[config.mk]
export PLATFORM = sky130hd
export DESIGN_NAME = aead_loader_flat
export DESIGN_NICKNAME = d
export VERILOG_FILES = /design/src/rtl/aead_loader_pkg.sv /design/src/rtl/aead_loader_if.sv /design/src/rtl/aead_loader.sv /design/src/flat_wrapper.sv
export SDC_FILE = /design/constraint.sdc
export NUM_CORES = 1
export LEC_CHECK = 0
export ABC_CLOCK_PERIOD_IN_PS = 2300
export CORE_MARGIN = 3
export CORE_UTILIZATION = 30
export DETAILED_ROUTE_END_ITERATION = 8
export GPL_ROUTABILITY_DRIVEN = 0
export HOLD_SLACK_MARGIN = 0.05
export PLACE_DENSITY = 0.59
export SYNTH_ARGS = -nofsm -noshare
export SYNTH_HDL_FRONTEND = slang
export SYNTH_SLANG_ARGS = --single-unit
[constraint.sdc]
create_clock -name clk -period 2.3 [get_ports clk]
set_input_delay 0.46 -clock clk [delete_from_list [all_inputs] [get_ports clk]]
set_output_delay 0.46 -clock clk [all_outputs]
set_load 0.1 [all_outputs]
[src/rtl/aead_loader_pkg.sv]
// aead_pkg: shared constants and FSM state type for the AEAD byte loader.
// No ports; imported by aead_loader.
package aead_pkg;
    localparam logic [7:0] CMD_ENC = 8'h01;
    localparam logic [7:0] CMD_DEC = 8'h02;
    localparam int NT_W = 128;
    typedef enum logic [2:0] {IDLE, KEY, NONCE, AD, TEXT, TAG, LAUNCH, WAIT} state_t;
endpackage

[src/rtl/aead_loader_if.sv]
// aead_loader_if: byte-stream valid/ready link into the loader.
// in_data/in_valid driven by the master, in_ready driven by the slave (loader).
interface aead_loader_if;
    logic [7:0] in_data;
    logic in_valid;
    logic in_ready;
    modport master(output in_data, in_valid, input in_ready);
    modport slave(input in_data, in_valid, output in_ready);
endinterface

[src/rtl/aead_loader.sv]
// aead_loader: assembles a framed byte stream into key/nonce/AD/text/tag fields,
// launches one encrypt or decrypt, then waits for the matching ready rising edge.
// Ports: clk, rst (sync, active-high); stream (byte input, slave side);
// key/nonce/associated/text/tag_in (held fields); en_start/dec_start (launch pulses);
// en_ready/dec_ready (completion levels); busy; done/err (one-cycle pulses).
module aead_loader
    import aead_pkg::*;
#(
    parameter int KEY_l  = 128,
    parameter int A_l    = 40,
    parameter int text_l = 40
) (
    input  logic              clk,
    input  logic              rst,
    aead_loader_if.slave      stream,
    output logic [KEY_l-1:0]  key,
    output logic [NT_W-1:0]   nonce,
    output logic [A_l-1:0]    associated,
    output logic [text_l-1:0] text,
    output logic [NT_W-1:0]   tag_in,
    output logic              en_start,
    output logic              dec_start,
    input  logic              en_ready,
    input  logic              dec_ready,
    output logic              busy,
    output logic              done,
    output logic              err
);
    localparam int KB = KEY_l / 8;
    localparam int AB = A_l / 8;
    localparam int TB = text_l / 8;
    localparam int M1 = KB > 16 ? KB : 16;
    localparam int M2 = AB > TB ? AB : TB;
    localparam int CW = $clog2(M1 > M2 ? M1 : M2) + 1;
    state_t state, nxt;
    logic [CW-1:0] cnt, lim;
    logic is_dec, en_prev, dec_prev, acc, legal, last, fire;
    always_comb begin
        stream.in_ready = state != LAUNCH && state != WAIT;
        busy = state != IDLE;
        // a launch pulse is dropped if reset lands in the LAUNCH cycle
        en_start = state == LAUNCH && !is_dec && !rst;
        dec_start = state == LAUNCH && is_dec && !rst;
        acc = stream.in_valid && stream.in_ready;
        legal = stream.in_data == CMD_ENC || stream.in_data == CMD_DEC;
        lim = state == KEY ? CW'(KB - 1) : state == AD ? CW'(AB - 1) : state == TEXT ? CW'(TB - 1) : CW'(15);
        last = acc && cnt == lim;
        // only a fresh 0->1 edge of the selected ready counts
        fire = is_dec ? dec_ready && !dec_prev : en_ready && !en_prev;
        nxt = state;
        case (state)
            IDLE:    nxt = acc && legal ? KEY : IDLE;
            KEY:     nxt = last ? NONCE : KEY;
            NONCE:   nxt = last ? AD : NONCE;
            AD:      nxt = last ? TEXT : AD;
            TEXT:    nxt = last ? (is_dec ? TAG : LAUNCH) : TEXT;
            TAG:     nxt = last ? LAUNCH : TAG;
            LAUNCH:  nxt = WAIT;
            default: nxt = fire ? IDLE : WAIT;
        endcase
    end
    always_ff @(posedge clk) begin
        if (rst) begin
            state <= IDLE;
            cnt <= '0;
            is_dec <= 1'b0;
            en_prev <= 1'b0;
            dec_prev <= 1'b0;
            done <= 1'b0;
            err <= 1'b0;
            key <= '0;
            nonce <= '0;
            associated <= '0;
            text <= '0;
            tag_in <= '0;
        end else begin
            state <= nxt;
            cnt <= nxt != state ? '0 : cnt + CW'(acc);
            en_prev <= en_ready;
            dec_prev <= dec_ready;
            done <= state == WAIT && fire;
            err <= state == IDLE && acc && !legal;
            // each field is cleared as its state is entered, then shifted MSB-first
            if (acc) begin
                case (state)
                    IDLE: if (legal) begin
                        is_dec <= stream.in_data == CMD_DEC;
                        key <= '0;
                    end
                    KEY: begin
                        key <= KEY_l'({key, stream.in_data});
                        if (last) nonce <= '0;
                    end
                    NONCE: begin
                        nonce <= NT_W'({nonce, stream.in_data});
                        if (last) associated <= '0;
                    end
                    AD: begin
                        associated <= A_l'({associated, stream.in_data});
                        if (last) text <= '0;
                    end
                    TEXT: begin
                        text <= text_l'({text, stream.in_data});
                        if (last && is_dec) tag_in <= '0;
                    end
                    TAG: tag_in <= NT_W'({tag_in, stream.in_data});
                    default: ;
                endcase
            end
        end
    end
endmodule

[src/flat_wrapper.sv]
// flat-port wrapper written by rule: the top's interface ports become plain ports
module aead_loader_flat import aead_pkg::*;
#(
    parameter int KEY_l  = 128,
    parameter int A_l    = 40,
    parameter int text_l = 40
)
  (clk, rst, key, nonce, associated, text, tag_in, en_start, dec_start, en_ready, dec_ready, busy, done, err, stream_in_data, stream_in_valid, stream_in_ready);
  aead_loader_if stream_i ();
  input  logic clk;
  input  logic rst;
  output logic [KEY_l-1:0] key;
  output logic [NT_W-1:0] nonce;
  output logic [A_l-1:0] associated;
  output logic [text_l-1:0] text;
  output logic [NT_W-1:0] tag_in;
  output logic en_start;
  output logic dec_start;
  input  logic en_ready;
  input  logic dec_ready;
  output logic busy;
  output logic done;
  output logic err;
  input wire logic [$bits(stream_i.in_data)-1:0] stream_in_data;
  input wire logic [$bits(stream_i.in_valid)-1:0] stream_in_valid;
  output wire logic [$bits(stream_i.in_ready)-1:0] stream_in_ready;
  assign stream_i.in_data = stream_in_data;
  assign stream_i.in_valid = stream_in_valid;
  assign stream_in_ready = stream_i.in_ready;
  aead_loader #(.KEY_l(KEY_l), .A_l(A_l), .text_l(text_l)) u_core (.clk(clk), .rst(rst), .stream(stream_i), .key(key), .nonce(nonce), .associated(associated), .text(text), .tag_in(tag_in), .en_start(en_start), .dec_start(dec_start), .en_ready(en_ready), .dec_ready(dec_ready), .busy(busy), .done(done), .err(err));
endmodule
==> results of run 1 <==
==> final timing paths <==
kind	end	from	slack, ns
worst min register to register	u_core.tag_in[110]	u_core.tag_in[102]	0.46
worst min-delay path	u_core.state[1]	rst	0.33
worst max register to register	u_core.tag_in[89]	u_core.cnt[3]	0.25
worst max-delay path	busy	u_core.state[1]	0.06
==> power by group <==
group | internal, mW | switching (mW) | leakage, nW
sequential | 8.27 | 0.00504 | 3.84
clock | 4.58 | 3.42 | 0.803
combinational | 0.0819 | 0.216 | 4.51
total | 12.9 | 3.64 | 9.16
==> layout by cell type, fill, tap and decap left out, types with 2 or more instances in the layout <==
cell type,Yosys,final
nand3b_1,2,2
clkbuf_16,0,51
a311oi_1,2,2
bufinv_16,0,2
a31oi_1,4,2
clkinvlp_4,0,3
inv_1,4,4
diode_2,0,2
dfxtp_1,477,477
and2_1,3,2
and3_4,0,2
nand4_1,2,2
o21ai_0,169,169
o21ai_1,2,2
nand2b_1,5,4
nand3_1,13,13
clkinv_4,0,2
buf_6,14,3
a22o_1,168,168
ha_1,2,2
nor2_1,132,130
nor2b_1,6,4
nor2b_4,0,2
clkdlybuf4s50_1,0,11
buf_12,0,29
clkbuf_1,120,15
a31oi_4,1,2
a21oi_1,178,178
nand2_1,181,180
clkbuf_8,0,7
nor2_4,0,2
a22oi_1,120,120
xor2_1,3,3
clkinv_2,0,12
buf_4,0,516
a21o_1,3,3
and3b_1,2,2
==> sequential cells by signal (all words and copies together), names as in the netlist, 3 cells and up <==
| name | flops |
|---|---|
| u_core.state | 3 |
| u_core.nonce | 128 |
| u_core.tag_in | 128 |
| u_core.cnt | 5 |
| u_core.associated | 40 |
| u_core.text | 40 |
| u_core.key | 128 |
==> logic make-up after synthesis <==
kind of cell | synth area share, %
AOI/OAI and AO/OA | 26.7
xor gates and xnor gates | 0.217
adders and majority gates | 0.155
buffers and inverters | 4.63
DFF | 59.3
muxes | 0.0699
and+or+nand+nor | 9.00
==> tightest hold or removal path: stages <==
cell,delay [ns]
buf_8,0.14
a21o_1,0.12
buf_4,0.12
a311oi_1,0.04
==> cell usage after synthesis, types with 2 or more instances <==
cell / count
dfxtp_1: 477
nand2_1: 181
a21oi_1: 178
o21ai_0: 169
a22o_1: 168
nor2_1: 132
a22oi_1: 120
clkbuf_1: 120
buf_2: 23
buf_6: 14
nand3_1: 13
nor2b_1: 6
nand2b_1: 5
a31oi_1: 4
inv_1: 4
a21o_1: 3
and2_1: 3
xor2_1: 3
a311oi_1: 2
a41oi_1: 2
and3_1: 2
and3b_1: 2
ha_1: 2
nand3b_1: 2
nand4_1: 2
nor4_1: 2
o21ai_1: 2
or3_1: 2
==> through the flow <==
stage / utilization, % / worst slack (ns) / cells / setup TNS, ns / area (um^2)
2_1_floorplan: - / 0.183 / 1659 / 0 / 16100
3_3_place_gp: 39.6 / -0.115 / 2745 / -22.65 / 20900
3_5_place_dp: 39.6 / -0.138 / 2745 / -23.42 / 20900
4_1_cts: 42.7 / -0.0216 / 2843 / -0.0332 / 22600
5_1_grt: 42.8 / 0.00327 / 2844 / 0 / 22600
6_report: 42.8 / 0.0566 / 2845 / 0 / 22600
==> cell type report <==
type | count | area [um^2]
clock buffers | 73 | 1430
well taps | 688 | 861
repair buffers | 560 | 4610
diodes | 2 | 5.00
clock inverters | 22 | 215
multi-input cells | 1019 | 5930
fillers | 5159 | 30200
inverters | 4 | 15.0
flip-flops and latches | 477 | 9550
==> routing by layer <==
layer	routed length [um]	vias up	share of wire, %
li1	-	6844	-
met1	23000	6855	42
met2	26100	452	47
met3	4560	87	8.3
met4	1510	4	2.7
met5	16	-	0.029
==> timing repair <==
action	in CTS	in global routing
buffers inserted	3	0
endpoints found under the setup margin	3	2
hold endpoints to repair	0	0
gates resized for setup	4	4
pin swaps	0	0
hold buffers	0	0
==> reports/metrics.cfg, run 1 <==
[routing]
post-route-drc-count=0
drt-vias-per-instance=5.01
route.vias.total=14200
wirelength_um=55100
drt_pass1_iterations=6
drtIter0Drc=1057
antenna_left=0
wl_per_cell_um=19.4

[die]
die_area_um2=56500
die_h_um=238
ioPinCount=483
coreArea_um2=52900
die_w_um=238
num_rows=84
start_util_pct=30.5

[setup_path]
critical_path_class=reg -> out
cp_top_family=simple AND/OR/NAND/NOR gates
worstPathCellList=buf_6 -> or3_4 -> buf_12
worstPathMaxFanout=14
path_buf_inv=2
startpoint_type=flip-flop
required_ns=1.84
critPathArrivalTime_ns=1.78
slowest_stage=or3_4
worst_setup_path_end_kind=output port
path_depth=3
reg2reg_depth=7
critical_path.max_stage_delay_ns=0.42

[min_path]
holdCritPathClass=in -> reg
whs_path_depth=4

[clocking]
cts-root-buf=clkbuf_16
path_clk_slew_ns=0.06
clk_latency_ns=0.60
cts_buffer_depth=3
cts_tree=built
h-tree-depth=2
numCtsBuffers=51
cts.sinks=477

[layout]
drive_gt1_share_pct=30.3
area_delta_synth_final_pct=40.4
nets=2128

[logic_synthesis]
synthTopCellsByArea=dfxtp_1 (59%), a22o_1 (9.1%), a22oi_1 (5.6%), a21oi_1 (5.5%), o21ai_0 (5.2%)
synth_nets=1674
synth_top_cell_area_share_pct=59.3
synth_flop_cell=dfxtp_1
ys_warn_count=0
yosysTopAreaCell=dfxtp_1
syn-cell-area_um2=16100
ys_types=44
ys_ff_latch=477
synth_edf_count=0
synth_cells=1659
yosysSeqAreaShare_pct=59.3
syn_avg_cell_area_um2=9.71
async_flop_share_pct=0

[flow_run]
drv_cap=0

[global_routing]
grt_busiest_layer=met2
gr-total-overflow=0
grt_use_met3_pct=6.04
use_met1_pct=22.7
grt.total_usage_pct=18.2
grt_start_max_net_pins=160
grt_pass1_wl_um=81700
grt_pass1_vias=13200
antenna_found_initial=3
grt_use_met2_pct=29.7

[timing]
period_needed_ns=2.24
whs_ns=0.330
rsz0062_at_grt=false
setup_viol=0
hold_violations=0
slew_viol_final=0
worstMarginPinSlew_ns=0.802
period_share_pct=97.5
fmax_ghz=0.446
fin_skew_ns=0.0303
slew_headroom_pct=46.5

[placed_design]
place_hpwl_um=38300
port_buffers=482

[pwr]
power.density_nw_per_um2=733
finalPower_mw=16.6
peakVddDrop_mv=0.542
p_leak_nw=9.16

[status]
status=completed

Note: power is estimated with default switching activity, not from simulation.
==> run 2, diff against run 1 <==
CORE_UTILIZATION = 40   (was 30)
PLACE_DENSITY = 0.74   (was 0.59)
==> reports/metrics.cfg, run 2 (synthesized netlist as in run 1, its figures left out) <==
[layout]
mostFrequentLayoutCells=buf_4 (505), dfxtp_1 (476), nand2_1 (180)
fin_cells=2660
area_delta_synth_final_pct=38.9
top_regs=u_core.key x128, u_core.nonce x128, u_core.tag_in x128
num_antenna_cells=0
nets=2122
drive_gt1_share_pct=30.0
final_area_um2=22400
final_common_cell=buf_4

[pwr]
finalPower_mw=16.2
peakVddDrop_mv=0.682
power.density_nw_per_um2=725
seq_power_share_pct=51.0
p_leak_nw=9.16
pwr-share-comb_pct=1.8
switching_share_pct=21.1
p_sw_mw=3.42
internal_power_mw=12.8
pwr-share-clk_pct=47.2

[min_path]
worstHoldStart=rst
holdCritPathClass=in -> reg

[die]
die_w_um=207
coreArea_um2=39200
num_rows=72
start_util_pct=41.1
die_area_um2=42700
ioPinCount=483
die_h_um=207

[global_routing]
grt_start_max_net_pins=182
grt_pass1_vias=13500
grt.total_usage_pct=22.7
gr-total-overflow=0
grt_pass1_wl_um=77600
antenna_found_initial=3

[timing]
fin_skew_ns=0.0262
fmax_ghz=0.442
rsz0062_at_grt=true
worstMarginPinSlew_ns=0.827
slew_headroom_pct=44.9
hold_violations=0
period_needed_ns=2.26
slew_viol_final=0
period_share_pct=98.3
finalSetupTns_ns=0
finalWorstSetupSlack_ns=0.0389
setup_viol=0

[clocking]
h-tree-depth=2
holdBufCountCts=0
path_clk_slew_ns=0.06
cts.sinks=477
cts_buffer_depth=3
cts_tree=built
post_cts_buffers=0
clk_latency_ns=0.58
numCtsBuffers=48
cts-root-buf=clkbuf_16

[setup_path]
critPathArrivalTime_ns=1.80
startpoint=u_core.state[1]
worst_setup_path_end_kind=output port
startpoint_type=flip-flop
required_ns=1.84
critical_path_class=reg -> out
r2r_start=u_core.cnt[3]
r2r_setup_slack_ns=0.20
worstPathMaxFanout=14

[placed_design]
placed_cells=2575
port_buffers=482
place_hpwl_um=36000
pre_cts_slack_ns=-0.252
place_area_um2=20800

[routing]
antenna_left=0
drt_pass1_iterations=6
drtIter0Drc=1166
wirelength_um=51800
drt-vias-per-instance=5.45
post-route-drc-count=0
wl_per_cell_um=19.5
route.vias.total=14500

[flow_run]
drv_cap=0

[status]
status=completed

==> run 2: changes by cell type in the layout (fill, tap and decap cells not counted), moves of 2 or more <==
cell       previous run  this run
and3_4                2         0
inv_6                 1         3
and3_1                0         2
clkbuf_8              7        13
clkbuf_1             15         9
clkbuf_16            51        48
clkinv_2             12         8
clkinv_4              2         0
buf_6                 3         1
buf_4               516       505
buf_12               29        39
diode_2               2         0
==> run 2: through the flow <==
| step | hold WS, ns | util, % |
|---|---|---|
| after global placement | 0.450 | 53.1 |
| after CTS | 0.260 | 57.1 |
| after floorplan | 0.470 | - |
| after detailed placement | 0.458 | 53.1 |
| after global routing | 0.289 | 57.1 |
| final | 0.299 | 57.1 |
==> run 2: power by group through the flow <==
stage	clock (mW)	combinational, mW	sequential, mW
2_1_floorplan	0	0.173	8.46
3_3_place_gp	0	0.292	8.46
3_5_place_dp	0	0.295	8.46
4_1_cts	7.83	0.296	8.27
5_1_grt	8.15	0.319	8.27
6_report	7.66	0.294	8.27
==> run 2: what timing repair did <==
action | CTS | global route
endpoints found under the hold margin | 0 | 0
gates resized for setup | 2 | 1
endpoints found under the setup margin | 2 | 3
==> run 2: cell type report <==
cell class / instances / area [um^2]
fill: 3350 / 16800
sequential: 477 / 9550
multi-input combinational: 1019 / 5900
timing repair buffer: 557 / 4710
clock buffer: 69 / 1400
tap: 518 / 648
clock inverter: 16 / 158
inverter: 4 / 15.0
==> run 2: routing by layer <==
metal,up-vias,global-route usage [%],routed length (um),share of wire (%)
li1,6828,-,-,-
met3,98,7.45,4780,9.2
met1,6996,27.5,20400,39
met5,-,0,41,0.079
met2,572,38.2,25000,48
met4,6,7.54,1540,3.0
==> run 2: path summary, 6_finish.rpt <==
| path | endpoint | cells past startpoint |
|---|---|---|
| max reg2reg | u_core.tag_in[116] | 8 |
| min reg2reg | u_core.tag_in[33] | 2 |
| max | busy | 3 |
| min | u_core.done | 2 |
==> run 2: worst max-delay path, cell delays in order (launching register included) <==
cell and delay [ns]:
dfxtp_1 0.36, buf_4 0.21, or3_1 0.45, buf_12 0.20
